$ cat src/rtl/move_buffer_scheduler.sv
// Queued-move ring buffer between the SPI command side and the DDA step timer.
// Accepts move records over valid/ready, dispatches them one at a time with a
// start pulse, retires them on the DDA done pulse, and handles halt/flush,
// overflow reporting and free-slot flow control.
module move_buffer_scheduler #(
    parameter int BUFFER_BITS = 2,
    parameter int DATA_W      = 64
) (
    input  logic                   CLK,
    input  logic                   resetn,
    input  logic                   wr_valid,
    output logic                   wr_ready,
    input  logic                   wr_dir,
    input  logic [DATA_W-1:0]      wr_duration,
    input  logic [DATA_W-1:0]      wr_increment,
    input  logic [DATA_W-1:0]      wr_incrementincrement,
    output logic                   dda_start,
    input  logic                   dda_done,
    output logic                   dda_abort,
    output logic                   move_dir,
    output logic [DATA_W-1:0]      move_duration,
    output logic [DATA_W-1:0]      move_increment,
    output logic [DATA_W-1:0]      move_incrementincrement,
    output logic                   move_active,
    input  logic                   halt,
    input  logic                   clear_flags,
    output logic                   buffer_dtr,
    output logic [BUFFER_BITS:0]   fill_count,
    output logic                   overflow,
    output logic [31:0]            moves_completed
);

    localparam int DEPTH   = 1 << BUFFER_BITS;
    localparam int PTR_W   = BUFFER_BITS + 1;
    localparam int ENTRY_W = 1 + 3 * DATA_W;

    typedef enum logic [1:0] {
        IDLE  = 2'd0,
        LOAD  = 2'd1,
        START = 2'd2,
        RUN   = 2'd3
    } state_t;

    state_t               state_reg;
    logic [ENTRY_W-1:0]   mem [DEPTH];
    logic [PTR_W-1:0]     wr_ptr_reg;
    logic [PTR_W-1:0]     rd_ptr_reg;
    logic [PTR_W-1:0]     wr_ptr_next;
    logic [PTR_W-1:0]     rd_ptr_next;
    logic [PTR_W-1:0]     fill_next;
    logic                 wr_ready_reg;
    logic                 buffer_dtr_reg;
    logic                 dda_start_reg;
    logic                 dda_abort_reg;
    logic                 move_active_reg;
    logic                 overflow_reg;
    logic [31:0]          moves_completed_reg;
    logic                 move_dir_reg;
    logic [DATA_W-1:0]    move_duration_reg;
    logic [DATA_W-1:0]    move_increment_reg;
    logic [DATA_W-1:0]    move_incrementincrement_reg;

    logic                 full;
    logic                 empty;
    logic                 do_write;
    logic                 do_pop;
    logic [ENTRY_W-1:0]   head;
    logic                 head_dir;
    logic [DATA_W-1:0]    head_duration;
    logic [DATA_W-1:0]    head_increment;
    logic [DATA_W-1:0]    head_incrementincrement;

    // Pointer arithmetic: the extra MSB distinguishes full from empty.
    always_comb begin
        full        = (wr_ptr_reg[PTR_W-1] != rd_ptr_reg[PTR_W-1]) &&
                      (wr_ptr_reg[PTR_W-2:0] == rd_ptr_reg[PTR_W-2:0]);
        empty       = (wr_ptr_reg == rd_ptr_reg);
        // Halt discards any write presented in the same cycle.
        do_write    = wr_valid && wr_ready_reg && !halt;
        do_pop      = (state_reg == LOAD) && !halt;
        wr_ptr_next = wr_ptr_reg + PTR_W'(do_write);
        rd_ptr_next = halt ? wr_ptr_reg : (rd_ptr_reg + PTR_W'(do_pop));
        fill_next   = wr_ptr_next - rd_ptr_next;
    end

    // Head-of-queue entry, split into its fields for the LOAD decision.
    always_comb begin
        head                    = mem[rd_ptr_reg[BUFFER_BITS-1:0]];
        head_dir                = head[ENTRY_W-1];
        head_duration           = head[3*DATA_W-1 -: DATA_W];
        head_increment          = head[2*DATA_W-1 -: DATA_W];
        head_incrementincrement = head[DATA_W-1:0];
    end

    // Storage array: write port only, no reset so it maps onto RAM.
    always_ff @(posedge CLK) begin
        if (do_write) begin
            mem[wr_ptr_reg[BUFFER_BITS-1:0]] <= {wr_dir, wr_duration,
                                                 wr_increment, wr_incrementincrement};
        end
    end

    // Pointers, flow control, flags and the dispatch state machine.
    always_ff @(posedge CLK or negedge resetn) begin
        if (!resetn) begin
            state_reg                   <= IDLE;
            wr_ptr_reg                  <= '0;
            rd_ptr_reg                  <= '0;
            wr_ready_reg                <= 1'b1;
            buffer_dtr_reg              <= 1'b1;
            dda_start_reg               <= 1'b0;
            dda_abort_reg               <= 1'b0;
            move_active_reg             <= 1'b0;
            overflow_reg                <= 1'b0;
            moves_completed_reg         <= '0;
            move_dir_reg                <= 1'b0;
            move_duration_reg           <= '0;
            move_increment_reg          <= '0;
            move_incrementincrement_reg <= '0;
        end else begin
            wr_ptr_reg     <= wr_ptr_next;
            rd_ptr_reg     <= rd_ptr_next;
            // Registered from the next fill level, so it always reflects !full.
            wr_ready_reg   <= !halt && (fill_next != PTR_W'(DEPTH));
            buffer_dtr_reg <= !halt && (fill_next != PTR_W'(DEPTH));
            dda_start_reg  <= 1'b0;
            dda_abort_reg  <= 1'b0;

            // A write attempt against a full buffer sets the sticky flag;
            // the set takes priority over a same-cycle clear.
            if (wr_valid && full) begin
                overflow_reg <= 1'b1;
            end else if (clear_flags) begin
                overflow_reg <= 1'b0;
            end

            if (halt) begin
                // Flush: abort only if the DDA was actually handed a move.
                state_reg       <= IDLE;
                move_active_reg <= 1'b0;
                dda_abort_reg   <= (state_reg == START) || (state_reg == RUN);
            end else begin
                case (state_reg)
                    IDLE: begin
                        if (!empty) begin
                            state_reg <= LOAD;
                        end
                    end
                    LOAD: begin
                        move_dir_reg                <= head_dir;
                        move_duration_reg           <= head_duration;
                        move_increment_reg          <= head_increment;
                        move_incrementincrement_reg <= head_incrementincrement;
                        if (head_duration == '0) begin
                            // Zero-length move: retire without involving the DDA.
                            moves_completed_reg <= moves_completed_reg + 32'd1;
                            state_reg           <= IDLE;
                        end else begin
                            dda_start_reg   <= 1'b1;
                            move_active_reg <= 1'b1;
                            state_reg       <= START;
                        end
                    end
                    START: begin
                        state_reg <= RUN;
                    end
                    RUN: begin
                        if (dda_done) begin
                            move_active_reg     <= 1'b0;
                            moves_completed_reg <= moves_completed_reg + 32'd1;
                            // A write landing this cycle counts toward the next dispatch.
                            state_reg <= (wr_ptr_next != rd_ptr_reg) ? LOAD : IDLE;
                        end
                    end
                    default: state_reg <= IDLE;
                endcase
            end
        end
    end

    assign wr_ready                = wr_ready_reg;
    assign buffer_dtr              = buffer_dtr_reg;
    assign fill_count              = wr_ptr_reg - rd_ptr_reg;
    assign dda_start               = dda_start_reg;
    assign dda_abort               = dda_abort_reg;
    assign move_active             = move_active_reg;
    assign overflow                = overflow_reg;
    assign moves_completed         = moves_completed_reg;
    assign move_dir                = move_dir_reg;
    assign move_duration           = move_duration_reg;
    assign move_increment          = move_increment_reg;
    assign move_incrementincrement = move_incrementincrement_reg;

endmodule
$ cat config.mk
export PLATFORM = sky130hd
export DESIGN_NAME = move_buffer_scheduler
export DESIGN_NICKNAME = d
export VERILOG_FILES = /design/src/rtl/move_buffer_scheduler.sv
export SDC_FILE = /design/constraint.sdc
export NUM_CORES = 1
export LEC_CHECK = 0
export CAP_MARGIN = 20
export CORE_MARGIN = 2
export CORE_UTILIZATION = 55
export DETAILED_ROUTE_END_ITERATION = 10
export PLACE_DENSITY = 0.79
export SLEW_MARGIN = 0
export SYNTH_ARGS = -nofsm -noshare
export SYNTH_HDL_FRONTEND = slang
export SYNTH_SLANG_ARGS = --single-unit
$ cat constraint.sdc
create_clock -name CLK -period 31.5 [get_ports CLK]
set_input_delay 6.3 -clock CLK [delete_from_list [all_inputs] [get_ports CLK]]
set_output_delay 6.3 -clock CLK [all_outputs]
set_load 0.1 [all_outputs]
Yosys cells after proc, flatten, opt, wreduce, memory -nomap -nowiden
Memory sizes are Yosys's and may differ from the RTL's.
Index checks and enable logic that the tools add are counted.
{"block": "word_totals", "output_inout_bits": 234, "mem_bits_ro": 0, "ff_bits": 238, "mem_count": 1, "inputBits": 199, "latch_bits": 0, "elab_cells": 72, "ram_bits": 772}
{"block": "op_classes", "n_lt_le_gt_ge": 0, "add_sub_neg": 5, "shifts": 0, "mux": 22, "n_bitwise": 1, "mul": 0, "eq_ne": 13, "reduce_logical": 17, "n_div": 0}
{"name": "mem", "depth": 4, "word_bits": 193, "read_ports": 1, "rd_clocked_by_memory_dff": 0, "wr": 1, "line_no": "45", "rtl": "logic [ENTRY_W-1:0] mem [DEPTH];"}
{"cell": "$logic_not A64 Y1", "n": 1}
{"cell": "$mux W32", "n": 2}
{"cell": "$pmux W32 S2", "n": 1}
{"cell": "$add A32 B1 Y32 const B", "n": 1}
{"cell": "$mux W1", "n": 12}
{"cell": "$ne A3 B3 Y1 const B", "n": 4}
{"cell": "$mux W2", "n": 4}
{"cell": "$pmux W2 S4", "n": 1}
{"cell": "$add A3 B1 Y3", "n": 2}
{"cell": "$logic_and A1 B1 Y1", "n": 6}
{"cell": "$sub A3 B3 Y3", "n": 2}
{"cell": "$eq A2 B2 Y1 const B", "n": 2}
{"cell": "$reduce_and A2 Y1", "n": 2}
{"cell": "$reduce_and A4 Y1", "n": 1}
{"cell": "$reduce_bool A2 Y1", "n": 2}
{"cell": "$eq A3 B3 Y1", "n": 1}
{"cell": "$mux W3", "n": 1}
{"cell": "$ne A3 B3 Y1", "n": 1}
{"cell": "$reduce_and A3 Y1", "n": 1}
{"cell": "$reduce_bool A3 Y1", "n": 1}
{"cell": "$eq A2 B1 Y1 const B", "n": 1}
{"cell": "$eq A2 B2 Y1", "n": 1}
{"cell": "$logic_not A2 Y1", "n": 1}
{"cell": "$ne A2 B1 Y1 const B", "n": 1}
{"cell": "6 further kinds", "n": 6}

Depth between registers and ports, before layout
{"block": "logic_depth", "depth_word": 8, "ltp_mapped": 12}

Least setup slack after synthesis
OpenSTA, ideal clock, no wires.
{"block": "synth_timing", "path_kind": "input-to-reg", "from": "input halt", "to": "memory mem[1][0] (netlist name) (enable)", "arrival_time_ns": 24.800, "cell_stages": 2, "path_buffers": 1, "slack_ns": 5.482, "required_time_ns": 30.282, "setup_ns": 1.218, "path_cell_list": "buf_1 nor4_1"}
{"block": "synth_between", "elab_chain_len": 4}
{"item": "from (decl)", "line_no": "25", "rtl": "input logic halt,"}
{"item": "$logic_not A1 Y1", "line_no": "79", "rtl": "do_write = wr_valid && wr_ready_reg && !halt;"}
{"item": "$logic_and A1 B1 Y1", "line_no": "79"}
{"item": "$mux W1", "line_no": "97", "rtl": "if (do_write) begin"}
{"item": "$mux W1 (implied by the code)", "line_no": "98", "rtl": "mem[wr_ptr_reg[BUFFER_BITS-1:0]] <= {wr_dir, wr_duration,"}
{"item": "to (decl)", "line_no": "45"}
Every way passes these cells.

Worst setup path after layout
{"block": "layout_timing", "from": "register rd_ptr_reg[0]", "to": "output fill_count[2]"}
{"block": "layout_between", "elab_chain_len": 1}
{"item": "from (decl)", "line_no": "47", "rtl": "logic [PTR_W-1:0] rd_ptr_reg;"}
{"item": "from (signal assigned)", "line_no": "122", "rtl": "rd_ptr_reg <= rd_ptr_next;"}
{"item": "$sub A3 B3 Y3", "line_no": "183", "rtl": "assign fill_count = wr_ptr_reg - rd_ptr_reg;"}
{"item": "to (decl)", "line_no": "28", "rtl": "output logic [BUFFER_BITS:0] fill_count,"}
Every way passes these cells.

==> impl.org <==
** Cells and area
- Number of flip-flops under the largest register name :: 772
- The layout has 4129 filler cells.
- Final Non-Filler Cells :: 3486
- The area growth from synthesis to layout is 23.5%.
- The top cell types in the final layout, fill and taps aside, are sky130_fd_sc_hd__edfxtp_1, sky130_fd_sc_hd__nand2_1, sky130_fd_sc_hd__clkdlybuf4s50_1, sky130_fd_sc_hd__dfrtp_1, sky130_fd_sc_hd__mux4_2.
- For this run, the post-layout net count is 2727.
- Of the cells placed in the final design, the portion with a size suffix greater than 1 is 0.145.
- Leaving out fill and tap cells, the most frequent cell in the layout is sky130_fd_sc_hd__edfxtp_1.
- Summing all non-filler instances in the final layout gives an area of 0.0460 mm^2.

** Yosys
- Post-Synth XOR/XNOR Area :: 0.00917
- The synthesized netlist contains 39 unique library cells.
- Synthesis produced a netlist whose cell count is 2055.
- In this run, synthesis produced a sequential element count of 1010.
- Post-synthesis instance area :: 0.0372 mm^2
- Synth Area in Simple Gates :: 0.0733
- Post-synthesis adder-cell area fraction :: 0.00356
- Combinational family with the most area after synthesis :: multiplexers
- Top_reg_cell synth :: sky130_fd_sc_hd__edfxtp_1
- The share of the Yosys chip area taken by registers is 0.782.
- The portion of synthesized area spent on multiplexers is 0.118.
- Synth Area in Compound Gates :: 0.00218
- YS warnings :: 0
- Average size of a mapped cell :: 18.1 um^2
- Mapped Nets :: 2264
- Post-synth EDFFs :: 772
- For this run, asynchronously set or reset flops after synthesis account for 0.236.

** Critical path
- The startpoint identified for the worst register-to-register timing path is rd_ptr_reg[1].
- Critical path startpoint category :: register
- Data required time at the worst endpoint :: 25.20 ns
- STA classifies the critical path endpoint as an output port.
- The worst register-to-register path ends at moves_completed[1].
- Minimum setup slack among reg-to-reg paths :: 26.08 ns
- For the worst setup path, the data arrival time is 3.28 ns.
- In this run the worst path has a maximum fanout of 23.
- Measured in cells, the most critical reg-to-reg path has a length of 8.
- By startpoint and endpoint, the worst setup path is classified as register to output port.

** Pwr
- Switching part of the total :: 0.407
- Internal power consumption :: 2.89 mW
- Worst vdd rail ir drop :: 0.111 mV
- In this run the power density over the cells is 106 mW/mm^2.
- Net switching power figure :: 1.98 mW
- The share of total power dissipated in the clock network is 0.250.
- Sequential group share of total power :: 0.361
- The share of total power dissipated in combinational logic is 0.389.
- Static Leakage :: 16.7 nW

** Global route
- Entering global routing, the biggest net connects 154 pins.
- Total gr overflow :: 0
- Total global-route track usage :: 0.241
- The via count of the first global-routing pass is 20.5k.
- Wire length of the first global-routing pass :: 126 mm
- The initial antenna violation count came to 31.

** Timing
- Setup violations remaining at the end of the flow were counted as 0.
- In the finished design, the share of the clock period the worst path needs comes to 0.304.
- The worst path in the final design needs a cycle of 9.58 ns, including I/O delays and setup.
- Unrepaired setup endpoints after global routing :: no
- After routing, the total negative slack on setup checks comes to 0 ns.
- Final hold vios :: 0
- Slew of the pin with the lowest slew margin :: 1.13 ns
- Max Transition Viols Final :: 0
- Derived from the worst setup path, the maximum achievable clock frequency is 104 MHz.
- The worst pin sits at a relative slew slack of 0.244.
- Worst clock skew :: 0.0332 ns

** Hold path
- Min-delay worst type :: register to register
- Critical hold path startpoint :: move_duration[29]
- Number of cells on the worst hold path :: 2
- End of the worst hold path :: move_duration[29]

** Clock network
- Clock tree from TritonCTS :: yes
- CTS Hold Bufs :: 0
- In this run the post-CTS setup repair buffer count came out at 0.
- Num CTS Buffers :: 99
- The tree is rooted in a sky130_fd_sc_hd__clkbuf_16.
- The clock net in this run drives a total of 1010 sinks.
- CTS Buffer Depth :: 3
- Number of gates resized after CTS :: 0
- Clock-pin slew was measured on the worst setup and hold paths at 0.06 ns.
- For the worst-skew pair, the clock arrives at the later sink with an insertion delay of 0.65 ns.
- Htree depth :: 3

** Run
- Number of max-cap violations :: 0

** Place
- Port-buffer cells :: 432
- RD Place Congestion :: 0.820
- Total half-perimeter wirelength after legalization and detailed placement :: 48.1 mm
- In this run, placement finished with an instance count of 3290.
- Instance area at placement :: 0.0425 mm^2

** Floorplanning
- Die area :: 0.0698 mm^2
- The die is 264 um wide.
- Area of the core :: 0.0672 mm^2
- The floorplan has 95 rows.
- I/O pin cnt :: 433
- In this run the vertical extent of the chip is 264 um.
- For this configuration, the core starts out at a cell density of 0.555.

** Route
- Detailed Route WL :: 83.7 mm
- For this run, the detailed router's first-pass iteration total came to 7.
- Count of antenna-violating nets left after detailed routing :: 0
- The detailed router finished its first iteration with 1757 violations.
- For this run, design rule violations remaining after detail routing come to 0.
- The routed layout has 19.8k vias.
- In the final routed layout, each cell accounts on average for 24.0 um.
- In the routed layout, each cell is associated on average with a via count of 5.69.

** Run status
- The run finished with clean final reports.
-- power groups by stage --
stage / registers [mW] / logic, mW / clock network, mW
6_report: 1.76 / 1.90 / 1.22
5_1_grt: 1.78 / 1.98 / 1.29
4_1_cts: 1.76 / 1.91 / 1.24
3_5_place_dp: 1.78 / 1.90 / 0
3_3_place_gp: 1.77 / 1.89 / 0
2_1_floorplan: 2.61 / 0.603 / 0
-- cells in the mapped netlist, drive strengths merged (5+ instances only) --
cell type / number / area share
a21oi: 5 / 0.00067
buf: 41 / 0.0053
clkbuf: 50 / 0.0050
dfrtp: 237 / 0.16
edfxtp: 772 / 0.62
ha: 9 / 0.0030
inv: 12 / 0.0012
mux4: 193 / 0.12
nand2: 595 / 0.060
nand2b: 6 / 0.0010
nand3: 13 / 0.0017
nand4: 9 / 0.0015
nor2: 19 / 0.0019
nor4: 19 / 0.0034
xnor2: 22 / 0.0052
xor2: 17 / 0.0040
-- through the flow --
stage	utilization	setup slack (ns)	power [mW]	hold slack, ns
2_1_floorplan	-	5.48	3.22	0.514
3_5_place_dp	0.633	21.65	3.68	0.462
6_report	0.685	21.92	4.87	0.474
5_1_grt	0.685	21.77	5.04	0.495
3_3_place_gp	0.633	21.61	3.66	0.457
4_1_cts	0.684	21.84	4.91	0.477
-- kinds of logic (layout without fill, tap and decap cells) --
group,count (synthesis),in the layout
other cells,0,10
flops,1010,1010
compound gates,14,14
mux,196,196
xor+xnor,39,39
buf+inv,104,652
fa+ha+maj,10,10
simple gates,682,682
-- per-layer routing --
| metal | wire length [um] | global-route usage | vias to the layer above |
|---|---|---|---|
| met5 | 287 | 0 | - |
| met4 | 2580 | 0.0880 | 44 |
| met3 | 6910 | 0.0636 | 182 |
| met2 | 42100 | 0.396 | 808 |
| met1 | 31800 | 0.314 | 10157 |
| li1 | - | - | 8645 |
-- worst max-delay path: stages, from the launching register on --
cell and delay [ns]:
sky130_fd_sc_hd__dfrtp_4 0.66, sky130_fd_sc_hd__ha_1 0.28, sky130_fd_sc_hd__fa_1 0.38, sky130_fd_sc_hd__xnor2_1 0.16
sky130_fd_sc_hd__clkdlybuf4s50_1 1.16
-- area by class of cell --
class / count / area (um^2) / share of cell area
Timing Repair Buffer: 453 / 4550 / 0.0990
Clock buffer: 132 / 2740 / 0.0597
Multi-Input combinational cell: 941 / 7700 / 0.168
Sequential cell: 1010 / 29100 / 0.634
Inverter: 13 / 53.8 / 0.00117
Clock inverter: 54 / 663 / 0.0144
Tap cell: 873 / 1090 / 0.0238
Antenna cell: 10 / 25.0 / 0.000544
-- worst max-delay path by stage --
| stage | startpoint | end | slack [ns] | cells after the start |
|---|---|---|---|---|
| detailed placement | halt | mem[2][140] | 21.65 | 7 |
| floorplan | halt | mem[1][0] | 5.48 | 2 |
| global placement | halt | mem[2][138] | 21.61 | 7 |
| global route | rd_ptr_reg[0] | fill_count[2] | 21.77 | 4 |
| CTS | rd_ptr_reg[0] | fill_count[2] | 21.84 | 4 |
| finish | rd_ptr_reg[0] | fill_count[2] | 21.92 | 4 |
No activity file was read; power rests on OpenSTA's default activity.
